**src/rtl/hex_display_scanner_if.sv**
```systemverilog
// Host-to-display load channel: valid/ready handshake carrying a packed
// nibble-per-digit display value.
interface hex_display_scanner_if #(
    parameter int unsigned NUM_DIGITS = 4
);
    logic                      load_valid;
    logic [4*NUM_DIGITS-1:0]   load_value;
    logic                      load_ready;

    modport master (output load_valid, output load_value, input load_ready);
    modport slave  (input load_valid, input load_value, output load_ready);
endinterface

```
**src/rtl/hex_display_scanner.sv**
```systemverilog
// Time-multiplexed common-anode 7-segment scanner. Each digit is driven for
// SCAN_DIV cycles followed by GAP_CYCLES of all-anodes-off. New values are
// double-buffered and committed only at the frame boundary (no tearing).
// Optional: define HEX_DISPLAY_LZ_SUPPRESS_EN to blank leading zero digits.
module hex_display_scanner #(
    parameter int unsigned NUM_DIGITS = 4,
    parameter int unsigned SEL_W      = 2,
    parameter int unsigned SCAN_DIV   = 1024,
    parameter int unsigned GAP_CYCLES = 16
) (
    input  logic                  clk,
    input  logic                  reset,
    hex_display_scanner_if.slave  load,
    input  logic [NUM_DIGITS-1:0] blank,
    output logic [6:0]            seg_out,
    output logic [NUM_DIGITS-1:0] an_out,
    output logic                  frame_tick
);

    localparam logic [0:0] DRIVE = 1'b0;
    localparam logic [0:0] GAP   = 1'b1;

    logic [0:0]              state;
    logic [SEL_W-1:0]        digit;
    logic [15:0]             cnt;
    logic [4*NUM_DIGITS-1:0] active;
    logic [4*NUM_DIGITS-1:0] pending;
    logic                    pending_full;

    logic                    drive_last;
    logic                    gap_last;
    logic                    last_digit;
    logic                    boundary;
    logic [3:0]              cur_nibble;
    logic                    cur_blank;
    logic [NUM_DIGITS-1:0]   lz_mask;

    assign load.load_ready = ~pending_full;

    assign drive_last = (cnt == 16'(SCAN_DIV - 1));
    assign gap_last   = (cnt == 16'(GAP_CYCLES - 1));
    assign last_digit = (digit == SEL_W'(NUM_DIGITS - 1));
    assign boundary   = (state == GAP) && gap_last && last_digit;

    function automatic logic [6:0] decode(input logic [3:0] n);
        logic [6:0] s;
        case (n)
            4'h0: s = 7'b1000000;
            4'h1: s = 7'b1111001;
            4'h2: s = 7'b0100100;
            4'h3: s = 7'b0110000;
            4'h4: s = 7'b0011001;
            4'h5: s = 7'b0010010;
            4'h6: s = 7'b0000010;
            4'h7: s = 7'b1111000;
            4'h8: s = 7'b0000000;
            4'h9: s = 7'b0010000;
            4'hA: s = 7'b0001000;
            4'hB: s = 7'b0000011;
            4'hC: s = 7'b1000110;
            4'hD: s = 7'b0100001;
            4'hE: s = 7'b0000110;
            default: s = 7'b0001110;
        endcase
        return s;
    endfunction

    // Leading-zero mask from the committed value; digit 0 is never masked.
`ifdef HEX_DISPLAY_LZ_SUPPRESS_EN
    logic higher_nz;
    always_comb begin
        lz_mask   = '0;
        higher_nz = 1'b0;
        for (int unsigned i = NUM_DIGITS - 1; i > 0; i--) begin
            if (active[4*i +: 4] != 4'h0) higher_nz = 1'b1;
            lz_mask[i] = ~higher_nz;
        end
    end
`else
    always_comb begin
        lz_mask = '0;
    end
`endif

    // Select the current digit's nibble and its blanking condition.
    always_comb begin
        cur_nibble = '0;
        cur_blank  = 1'b0;
        for (int unsigned i = 0; i < NUM_DIGITS; i++) begin
            if (digit == SEL_W'(i)) begin
                cur_nibble = active[4*i +: 4];
                cur_blank  = blank[i] | lz_mask[i];
            end
        end
    end

    // Scan FSM: DRIVE for SCAN_DIV cycles, GAP for GAP_CYCLES, then next digit.
    always_ff @(posedge clk or posedge reset) begin
        if (reset) begin
            state <= DRIVE;
            digit <= '0;
            cnt   <= '0;
        end else if (state == DRIVE) begin
            if (drive_last) begin
                state <= GAP;
                cnt   <= '0;
            end else begin
                cnt <= cnt + 16'd1;
            end
        end else begin
            if (gap_last) begin
                state <= DRIVE;
                cnt   <= '0;
                digit <= last_digit ? '0 : digit + 1'b1;
            end else begin
                cnt <= cnt + 16'd1;
            end
        end
    end

    // Load buffer: commit at the frame boundary takes priority over capture,
    // so a load accepted on the boundary edge waits for the next boundary.
    always_ff @(posedge clk or posedge reset) begin
        if (reset) begin
            active       <= '0;
            pending      <= '0;
            pending_full <= 1'b0;
        end else if (boundary && pending_full) begin
            active       <= pending;
            pending_full <= 1'b0;
        end else if (load.load_valid && !pending_full) begin
            pending      <= load.load_value;
            pending_full <= 1'b1;
        end
    end

    // Registered outputs reflecting the previous cycle's scan state.
    always_ff @(posedge clk or posedge reset) begin
        if (reset) begin
            seg_out    <= 7'b1111111;
            an_out     <= '1;
            frame_tick <= 1'b0;
        end else begin
            frame_tick <= (state == DRIVE) && (digit == '0) && (cnt == '0);
            if (state == DRIVE && !cur_blank) begin
                seg_out <= decode(cur_nibble);
                an_out  <= ~(NUM_DIGITS'(1) << digit);
            end else begin
                seg_out <= 7'b1111111;
                an_out  <= '1;
            end
        end
    end

endmodule

```
**src/flat_wrapper.sv**
```systemverilog
// flat-port wrapper written by rule: the top's interface ports become plain ports
module hex_display_scanner_flat 
#(
    parameter int unsigned NUM_DIGITS = 4,
    parameter int unsigned SEL_W      = 2,
    parameter int unsigned SCAN_DIV   = 1024,
    parameter int unsigned GAP_CYCLES = 16
)
  (clk, reset, blank, seg_out, an_out, frame_tick, load_load_valid, load_load_value, load_load_ready);
  hex_display_scanner_if #(.NUM_DIGITS(NUM_DIGITS)) load_i ();
  input  logic clk;
  input  logic reset;
  input  logic [NUM_DIGITS-1:0] blank;
  output logic [6:0] seg_out;
  output logic [NUM_DIGITS-1:0] an_out;
  output logic frame_tick;
  input wire logic [$bits(load_i.load_valid)-1:0] load_load_valid;
  input wire logic [$bits(load_i.load_value)-1:0] load_load_value;
  output wire logic [$bits(load_i.load_ready)-1:0] load_load_ready;
  assign load_i.load_valid = load_load_valid;
  assign load_i.load_value = load_load_value;
  assign load_load_ready = load_i.load_ready;
  hex_display_scanner #(.NUM_DIGITS(NUM_DIGITS), .SEL_W(SEL_W), .SCAN_DIV(SCAN_DIV), .GAP_CYCLES(GAP_CYCLES)) u_core (.clk(clk), .reset(reset), .load(load_i), .blank(blank), .seg_out(seg_out), .an_out(an_out), .frame_tick(frame_tick));
endmodule
```
**config.mk**
```make
export PLATFORM = sky130hd
export DESIGN_NAME = hex_display_scanner_flat
export DESIGN_NICKNAME = d
export VERILOG_FILES = /design/src/rtl/hex_display_scanner_if.sv /design/src/rtl/hex_display_scanner.sv /design/src/flat_wrapper.sv
export SDC_FILE = /design/constraint.sdc
export NUM_CORES = 1
export LEC_CHECK = 0
export ABC_AREA = 1
export BUFFER_PORTS_ARGS = -buffer_cell sky130_fd_sc_hd__buf_4
export CORE_MARGIN = 4
export CORE_UTILIZATION = 35
export CTS_BUF_LIST = sky130_fd_sc_hd__clkbuf_8
export DETAILED_ROUTE_END_ITERATION = 7
export GPL_TIMING_DRIVEN = 0
export PLACE_DENSITY = 0.61
export RECOVER_POWER = 25
export SETUP_SLACK_MARGIN = 0.4
export SKIP_CTS_REPAIR_TIMING = 1
export SYNTH_ARGS = -nofsm -noshare
export SYNTH_HDL_FRONTEND = slang
export SYNTH_SLANG_ARGS = --single-unit
```
**constraint.sdc**
```tcl
create_clock -name clk -period 2.4 [get_ports clk]
set_input_delay 0.12 -clock clk [delete_from_list [all_inputs] [get_ports clk]]
set_output_delay 0.12 -clock clk [all_outputs]
set_load 0.02 [all_outputs]
```
# Word level (Yosys, flattened, before mapping)
# Memories as Yosys holds them, arrays and structs flattened.
# Cells that the tools add are included.
# Widths: inputs -> output; s select.
totals:
  romBits: 112
  ramBits: 0
  output_inout_bits: 13
  n_memories: 1
  latchBits: 0
  register_bits: 64
  wordCells: 55
memory_table:
  columns: ["memory", "words", "width", "read_ports", "rd_ports_with_merged_regs", "wr", "line_no", "rtl"]
  rows:
  - ["(name not given)", 16, 7, 1, 0, 0, "hex_display_scanner.sv:47", "case (n)"]
classes:
  n_lt_le_gt_ge: 0
  n_div: 0
  n_bitwise: 4
  eq_ne: 5
  reduce_logical: 14
  addsub: 2
  muxes: 19
  shift: 1
  mul: 0
op_table:
  columns: ["op", "n"]
  rows:
  - ["$mux 16", 3]
  - ["$mux 4", 5]
  - ["$add 16x1->16 const B", 1]
  - ["$eq 16x10->1 const B", 1]
  - ["$eq 16x4->1 const B", 1]
  - ["$logic_not 16->1", 1]
  - ["$mux 1", 9]
  - ["$logic_and 1x1->1", 7]
  - ["$mux 7", 1]
  - ["$eq 2x2->1 const B", 2]
  - ["$not 4->4", 1]
  - ["$reduce_and 2->1", 2]
  - ["$shl 1x2->4 const A", 1]
  - ["$not 1->1", 3]
  - ["$add 2x1->2 const B", 1]
  - ["$eq 2x1->1 const B", 1]
  - ["$logic_not 1->1", 2]
  - ["$logic_not 2->1", 1]
  - ["$mux 2", 1]
  - ["$reduce_bool 2->1", 1]

# Depth between registers and ports, before layout
# Gate-level depths: netlist (run 1).
logic_depth:
  ltp_word: 8
  depth_mapped: 14

# Worst setup path before layout (run 1)
# Ideal clock, no wire load.
synth_path:
  path_kind: "register to register"
  startpoint: "register u_core.digit[0]"
  endpoint: "register u_core.seg_out[1]"
  setup_ns: 0.076
  required_time_ns: 2.324
  stages_incl_launch_ff: 14
  n_path_buf: 1
  path_slack_ns: 0.582
  arrival_ns: 1.741
  cell_sequence: "dfrtp_1 -> inv_1 -> ha_1 -> clkbuf_1 -> nand2_1 -> nand2_1 -> nand3_1 -> nand2_1 -> nand2_1 -> ha_1 -> nand3_1 -> nor2_1 -> nor2_1 -> nand2_1"
synth_between:
  elab_chain_len: 8
synth_lines:
  columns: ["element", "line_no", "rtl"]
  rows:
  - ["start: declaration", "hex_display_scanner.sv:24", "logic [SEL_W-1:0] digit;"]
  - ["start signal: assignment", "hex_display_scanner.sv:114", "digit <= last_digit ? '0 : digit + 1'b1;"]
  - ["parallel branches: the longest is 7 deep, another holds $mem_v2 16x7", null, null]
  - ["$mux 7 (*)", "hex_display_scanner.sv:145", "if (state == DRIVE && !cur_blank) begin"]
  - ["end signal: assignment", "hex_display_scanner.sv:146", "seg_out <= decode(cur_nibble);"]
  - ["end: declaration", "hex_display_scanner.sv:15", "output logic [6:0] seg_out,"]
# Mark *: on every way between the ends.
# A chain may end at the register's enable or synchronous reset.

# Worst setup path after layout (run 1)
layout_path:
  startpoint: "register u_core.digit[0]"
  endpoint: "register u_core.seg_out[0]"
# Same word-level chain as after synthesis.

==> results.cfg, run 1 <==
[global_routing]
groute.usage.overall_pct = 13.0
antenna_found_initial = 0
grt_pass1_vias = 2472
grt_max_degree = 43
grt_pass1_wl_mm = 11.5
grt_overflow = 0

[timing]
layout_setup_ws_ps = 470
finalSetupViolCount = 0
finClkSkew_ps = 10.7
fmax_mhz = 518
maxSlewViolCount = 0
tns_ps = 0
worst_pin_slew_ps = 865
rsz0062_at_grt = yes
min_period_ps = 1930
max_slew_margin_pct = 42.2
period_share_pct = 80.4
finalHoldViolCount = 0

[route]
routed_wirelength_mm = 6.73
ant_nets = 0
wl_per_cell_um = 12.1
drc = 0
vias = 2631
via_per_inst = 4.73
drt-pass1-iter-count = 4
drtIter0Drc = 68

[power_and_ir_drop]
internal_power_mw = 1.79
p_sw_mw = 0.494
p_comb_share_pct = 5.1
pwr-share-seq_pct = 49.2
ir_drop_v = 0.000381
p_leak_nw = 2.12
clockPowerShare_pct = 45.8
swShare_pct = 21.6
p_per_area_mw_per_mm2 = 548

[worst_setup_path]
critical_path.top_delay_family = simple AND/OR/NAND/NOR gates
crit_chain = buf_4, ha_2, buf_6, a21oi_1, nand2_1, nand2_2, inv_2, ha_2, inv_1, nand3_1, nand3_1, nand3_1
cpMaxStageDelayCell = dfrtp_1
required_ps = 2650
cp_common_cell = nand3_1
end_kind = flop
worstSetupStartpointType = flop
cp_data_arrival_time_ps = 2180
critPathLaunch = u_core.digit[0]
critPathKind = flop to flop
cp_max_fo = 10
critical_path.max_stage_delay_ps = 440
crit_buf_inv = 4
regToRegStartpoint = u_core.digit[0]

[cts]
clk_pin_slew_worst_paths_ps = 80
root_buffer = clkbuf_8
numCtsBuffers = 9
cts_tree = yes
clk_latency_ps = 340
ctsHtreeMaxLevel = 3
numClockSinks = 64
ctsLongestPathBuffers = 2

[layout]
final_layout_size_suffix_gt1_share_pct = 27.5
layout.nets = 478
fillers = 834
area_delta_synth_final_pct = 30.1
fin_util_pct = 47.5
finalInstanceArea_mm2 = 0.00418
seq_area_mm2 = 0.00162
multi_input_area_mm2 = 0.00145
antennaDiodeCount = 0

[run]
max-cap-violations = 0

[synth]
postSynthCellCount = 371
synth_sequential_area_ratio_pct = 50.3
synth_cell_types = 28
synth-seq-cells = 64
avgSynthCellArea_um2 = 8.66
synth_area_mm2 = 0.00321
synth_nets = 406
synth-warning-count = 0

[floorplanning]
initial_core_util_pct = 36.5
die_height_um = 104
core-area_mm2 = 0.00881
die_area_mm2 = 0.0108
rows = 34
die_w_um = 104
num_io_pins = 36

[placement]
place.gp.congestion = 0.849
dpl.hpwl_mm = 4.83
place_area_mm2 = 0.00363
pre_cts_ws_ps = 216
port_buffers = 35

[min_path]
holdCritStartpoint = load_load_value[4]
hold_path_class = input port to flop

[status]
outcome = finished clean
-- cells by family after synthesis --
group	count (synthesis)	synth area share, %
XOR/XNOR	11	3.00
flip-flops	64	50.3
AND/OR/NAND/NOR	203	27.7
AO/OA/AOI/OAI	13	2.18
buffers and inverters	52	6.54
adder cells (fa/ha/maj)	12	4.67
multiplexers	16	5.61
-- sequential cells by signal, indices dropped and copies added (netlist names), 2 cells and up --
signal / cells
u_core.cnt: 16
u_core.seg_out: 7
u_core.an_out: 4
u_core.pending: 16
u_core.digit: 2
u_core.active: 16
-- worst paths after layout --
| kind | end | slack, ps | cells past startpoint |
|---|---|---|---|
| min in group asynchronous | u_core.cnt[3] | 520 | 3 |
| setup reg to reg | u_core.seg_out[0] | 470 | 12 |
| setup / recovery | u_core.seg_out[0] | 470 | 12 |
| max in group asynchronous | u_core.seg_out[6] | 1130 | 4 |
| hold reg to reg | u_core.active[11] | 470 | 2 |
| hold / removal | u_core.pending[4] | 10 | 2 |
-- cell usage after synthesis --
library cell  count  share of area (%)
a21oi_1           7                1.1
buf_2             4               0.62
buf_6             1               0.35
clkbuf_1          2               0.23
dfrtp_1          53                 41
dfstp_2          11                9.0
ha_1             12                4.7
inv_1            44                5.1
inv_4             1               0.19
mux2_2           16                5.6
nand2_1         113                 13
nand2_2           2               0.39
nand3_1          40                6.2
nand3_2           1               0.31
nand4_1           6                1.2
nand4_4           1               0.66
nor2_1           29                3.4
nor2_4            2               0.70
nor3_1            5               0.78
nor3_2            1               0.31
nor4_1            1               0.19
o211ai_1          1               0.23
o21ai_0           4               0.62
o21bai_1          1               0.23
or2_0             1               0.19
or2_2             1               0.19
xnor2_1           1               0.27
xor2_1           10                2.7
-- cell type report --
type,count,area share [%]
Tap cell,108,3.23
Timing Repair Buffer,61,12.3
Clock inverter,6,2.19
Buffer,7,1.44
Sequential cell,64,38.7
Inverter,45,4.19
Multi-Input combinational cell,255,34.7
Clock buffer,10,3.29
-- stage by stage --
stage	cells	hold slack, ps	power (mW)
floorplan	371	258	1.19
global placement	514	353	1.24
detailed placement	515	186	1.25
CTS	531	-185	2.31
global route	556	0.0756	2.38
finish	556	10.3	2.29
-- power groups by stage --
stage	logic [mW]	registers [mW]	clock network [mW]
after CTS	0.103	1.13	1.08
after global routing	0.131	1.13	1.13
final	0.116	1.13	1.05
after global placement	0.0967	1.15	0
after floorplan	0.0428	1.15	0
after detailed placement	0.103	1.15	0
-- worst reg2reg max path, cell delays in order, from the launching register on --
cell	delay [ps]
dfrtp_1	440
buf_4	160
ha_2	190
buf_6	140
a21oi_1	110
nand2_1	80
nand2_2	150
inv_2	70
ha_2	180
inv_1	70
nand3_1	90
nand3_1	90
nand3_1	80
-- per-layer routing --
layer,up-vias,global-route usage [%],wire length (um)
met5,-,0,0
li1,1315,-,-
met4,0,4.46,93
met3,9,3.73,312
met2,73,20.3,3100
met1,1234,17.2,3230
-- cell usage in the layout, fill, tap and decap left out, types with 2 or more instances in the layout --
master and n:
nor2_4 2, bufinv_16 2, nand4_1 6, a21oi_1 6, nand2_2 4, dlygate4sd3_1 13, ha_4 2, buf_6 5
ha_1 6, clkinvlp_4 4, nand3_1 38, nand2_1 110, nor2_1 29, buf_4 43, dfrtp_1 53, o21ai_0 4
mux2_2 16, ha_2 4, clkbuf_8 10, inv_2 4, nand3_2 3, xor2_1 10, inv_1 39, buf_2 2
nor3_1 5, dfstp_2 11, buf_12 2
Note: power is estimated with default switching activity, not from simulation.
==> run 2: changes to the inputs <==
==> constraint.sdc (replaced) <==
create_clock -name clk -period 1.8 [get_ports clk]
set_input_delay 0.09 -clock clk [delete_from_list [all_inputs] [get_ports clk]]
set_output_delay 0.09 -clock clk [all_outputs]
set_load 0.02 [all_outputs]
==> run 2 against run 1 <==
  * The run now ends with negative setup slack left
  * Count of clock-buffer cells in the layout down 1
  * Core utilization up 4.4 points
  * Sequential power up 33%
  * Clock skew up 1.6 ps
  * Critical path depth up 1
  * First-iteration DRC count up 85%
  * Largest power group unchanged
==> results.cfg, run 2 (synthesis gave the netlist of run 1 again) <==
[worst_setup_path]
r2r_slack_ps = -5
critPathKind = flop to flop
cpMaxStageDelayCell = dfrtp_2
crit_chain = inv_4, ha_4, buf_8, nand2_2, nand2_2, nand3_2, nand2_2, nand2_4, ha_4, nand3_4, nor2_1, nor2_1, nand2_1
critical_path.max_stage_delay_ps = 470
worstSetupStartpointType = flop
cp_max_fo = 6
r2r_end = u_core.seg_out[1]
regToRegStartpoint = u_core.digit[0]
reg2regPathDepth = 13
end_kind = flop
cp_data_arrival_time_ps = 2100
required_ps = 2100
cp_common_cell = nand2_2

[cts]
numCtsBuffers = 9
clk_latency_ps = 350
cts_tree = yes
ctsLongestPathBuffers = 2
ctsHtreeMaxLevel = 3
clk_pin_slew_worst_paths_ps = 90
root_buffer = clkbuf_8
numClockSinks = 64

[floorplanning]
rows = 34
num_io_pins = 36
initial_core_util_pct = 36.5
die_w_um = 104
die_area_mm2 = 0.0108
core-area_mm2 = 0.00881
die_height_um = 104

[power_and_ir_drop]
ir_drop_v = 0.000492
p_per_area_mw_per_mm2 = 615
p_leak_nw = 2.24

[layout]
final_cell_mix = nand2_1 (101), buf_4 (59), dfrtp_1 (43)
fillers = 771
layout.nets = 497
final_common_cell = nand2_1
antennaDiodeCount = 0
final_layout_size_suffix_gt1_share_pct = 40.7
final_cells = 575
largestRegisters = u_core.active (16), u_core.cnt (16), u_core.pending (16)
area_delta_synth_final_pct = 42.1
finalInstanceArea_mm2 = 0.00457

[route]
routed_wirelength_mm = 7.73
ant_nets = 0
via_per_inst = 4.85
drt-pass1-iter-count = 4
drtIter0Drc = 126
drc = 0
wl_per_cell_um = 13.4
vias = 2789

[timing]
fmax_mhz = 554
max_slew_margin_pct = 30.9
rsz0062_at_grt = yes
finalHoldViolCount = 0
maxSlewViolCount = 0
tns_ps = -7.53
finClkSkew_ps = 12.3
timing.hold.ws_ps = 1.02
period_share_pct = 100
min_period_ps = 1800
worst_pin_slew_ps = 1030
finalSetupViolCount = 2
layout_setup_ws_ps = -4.90

[global_routing]
grt_pass1_wl_mm = 11.6
grt_max_degree = 65
groute.usage.overall_pct = 13.1
grt_overflow = 0
antenna_found_initial = 0
grt_pass1_vias = 2442

[min_path]
whs_endpoint = u_core.pending_full
hold_path_class = input port to flop
hold_path_depth = 3
holdCritStartpoint = load_load_valid

[run]
max-cap-violations = 0

[status]
violations = negative setup slack
outcome = complete, but fails checks

[placement]
port_buffers = 35
post-place-cells = 514
place_area_mm2 = 0.00366
place.gp.congestion = 0.863
dpl.hpwl_mm = 4.82
## run 2: cell count changes in the layout (fill, tap and decap cells not counted), sizes merged
cell         delta
buf            +15
dlygate4sd3     +4
clkinv          +4
clkbuf          -1
clkinvlp        -2
bufinv          -2
inv             +1
## run 2: layer usage
layer	share of wire (%)	GRT usage (%)
met5	0	0
met4	1.3	4.18
met3	4.8	3.67
met2	47	18.9
met1	47	18.9
## run 2: how the worst max path moves through the flow
stage / slack, ps / from / to / cells past startpoint
after global placement: -110 / u_core.digit[0] / u_core.seg_out[1] / 11
after floorplan: 120 / u_core.digit[0] / u_core.seg_out[1] / 13
final: -5 / u_core.digit[0] / u_core.seg_out[1] / 13
after global routing: -100 / u_core.digit[0] / u_core.seg_out[2] / 11
after CTS: -160 / u_core.digit[0] / u_core.seg_out[1] / 11
after detailed placement: -160 / u_core.digit[0] / u_core.seg_out[1] / 11
## run 2: power breakdown
part,switching [mW],internal (mW)
combinational,0.0689,0.0945
clock,0.631,0.513
sequential,0.0185,1.48
## run 2: cell type report
class                   count  area [um2]  area share [%]
multi-input cells         255        1700            37.3
flip-flops and latches     64        1630            35.6
repair buffers             80         663            14.5
inverters                  45         190            4.16
well taps                 108         135            2.96
clock buffers               9         124            2.71
plain buffers               7        68.8            1.51
clock inverters             7        56.3            1.23
## run 2: critical path: cells and delay by family (launching register included)
kind	cells	cell delay (ps)
and+or+nand+nor	9	630
DFF	1	470
adders and majority gates	2	430
buffers and inverters	2	220
## run 2: stage by stage
step | power (mW) | utilization, % | worst slack, ps
after floorplan | 1.59 | - | 119
after global placement | 1.66 | 41.6 | -107
after detailed placement | 1.66 | 41.6 | -157
after CTS | 2.80 | 43.7 | -158
after global routing | 2.94 | 51.9 | -97.1
final | 2.81 | 51.9 | -4.90
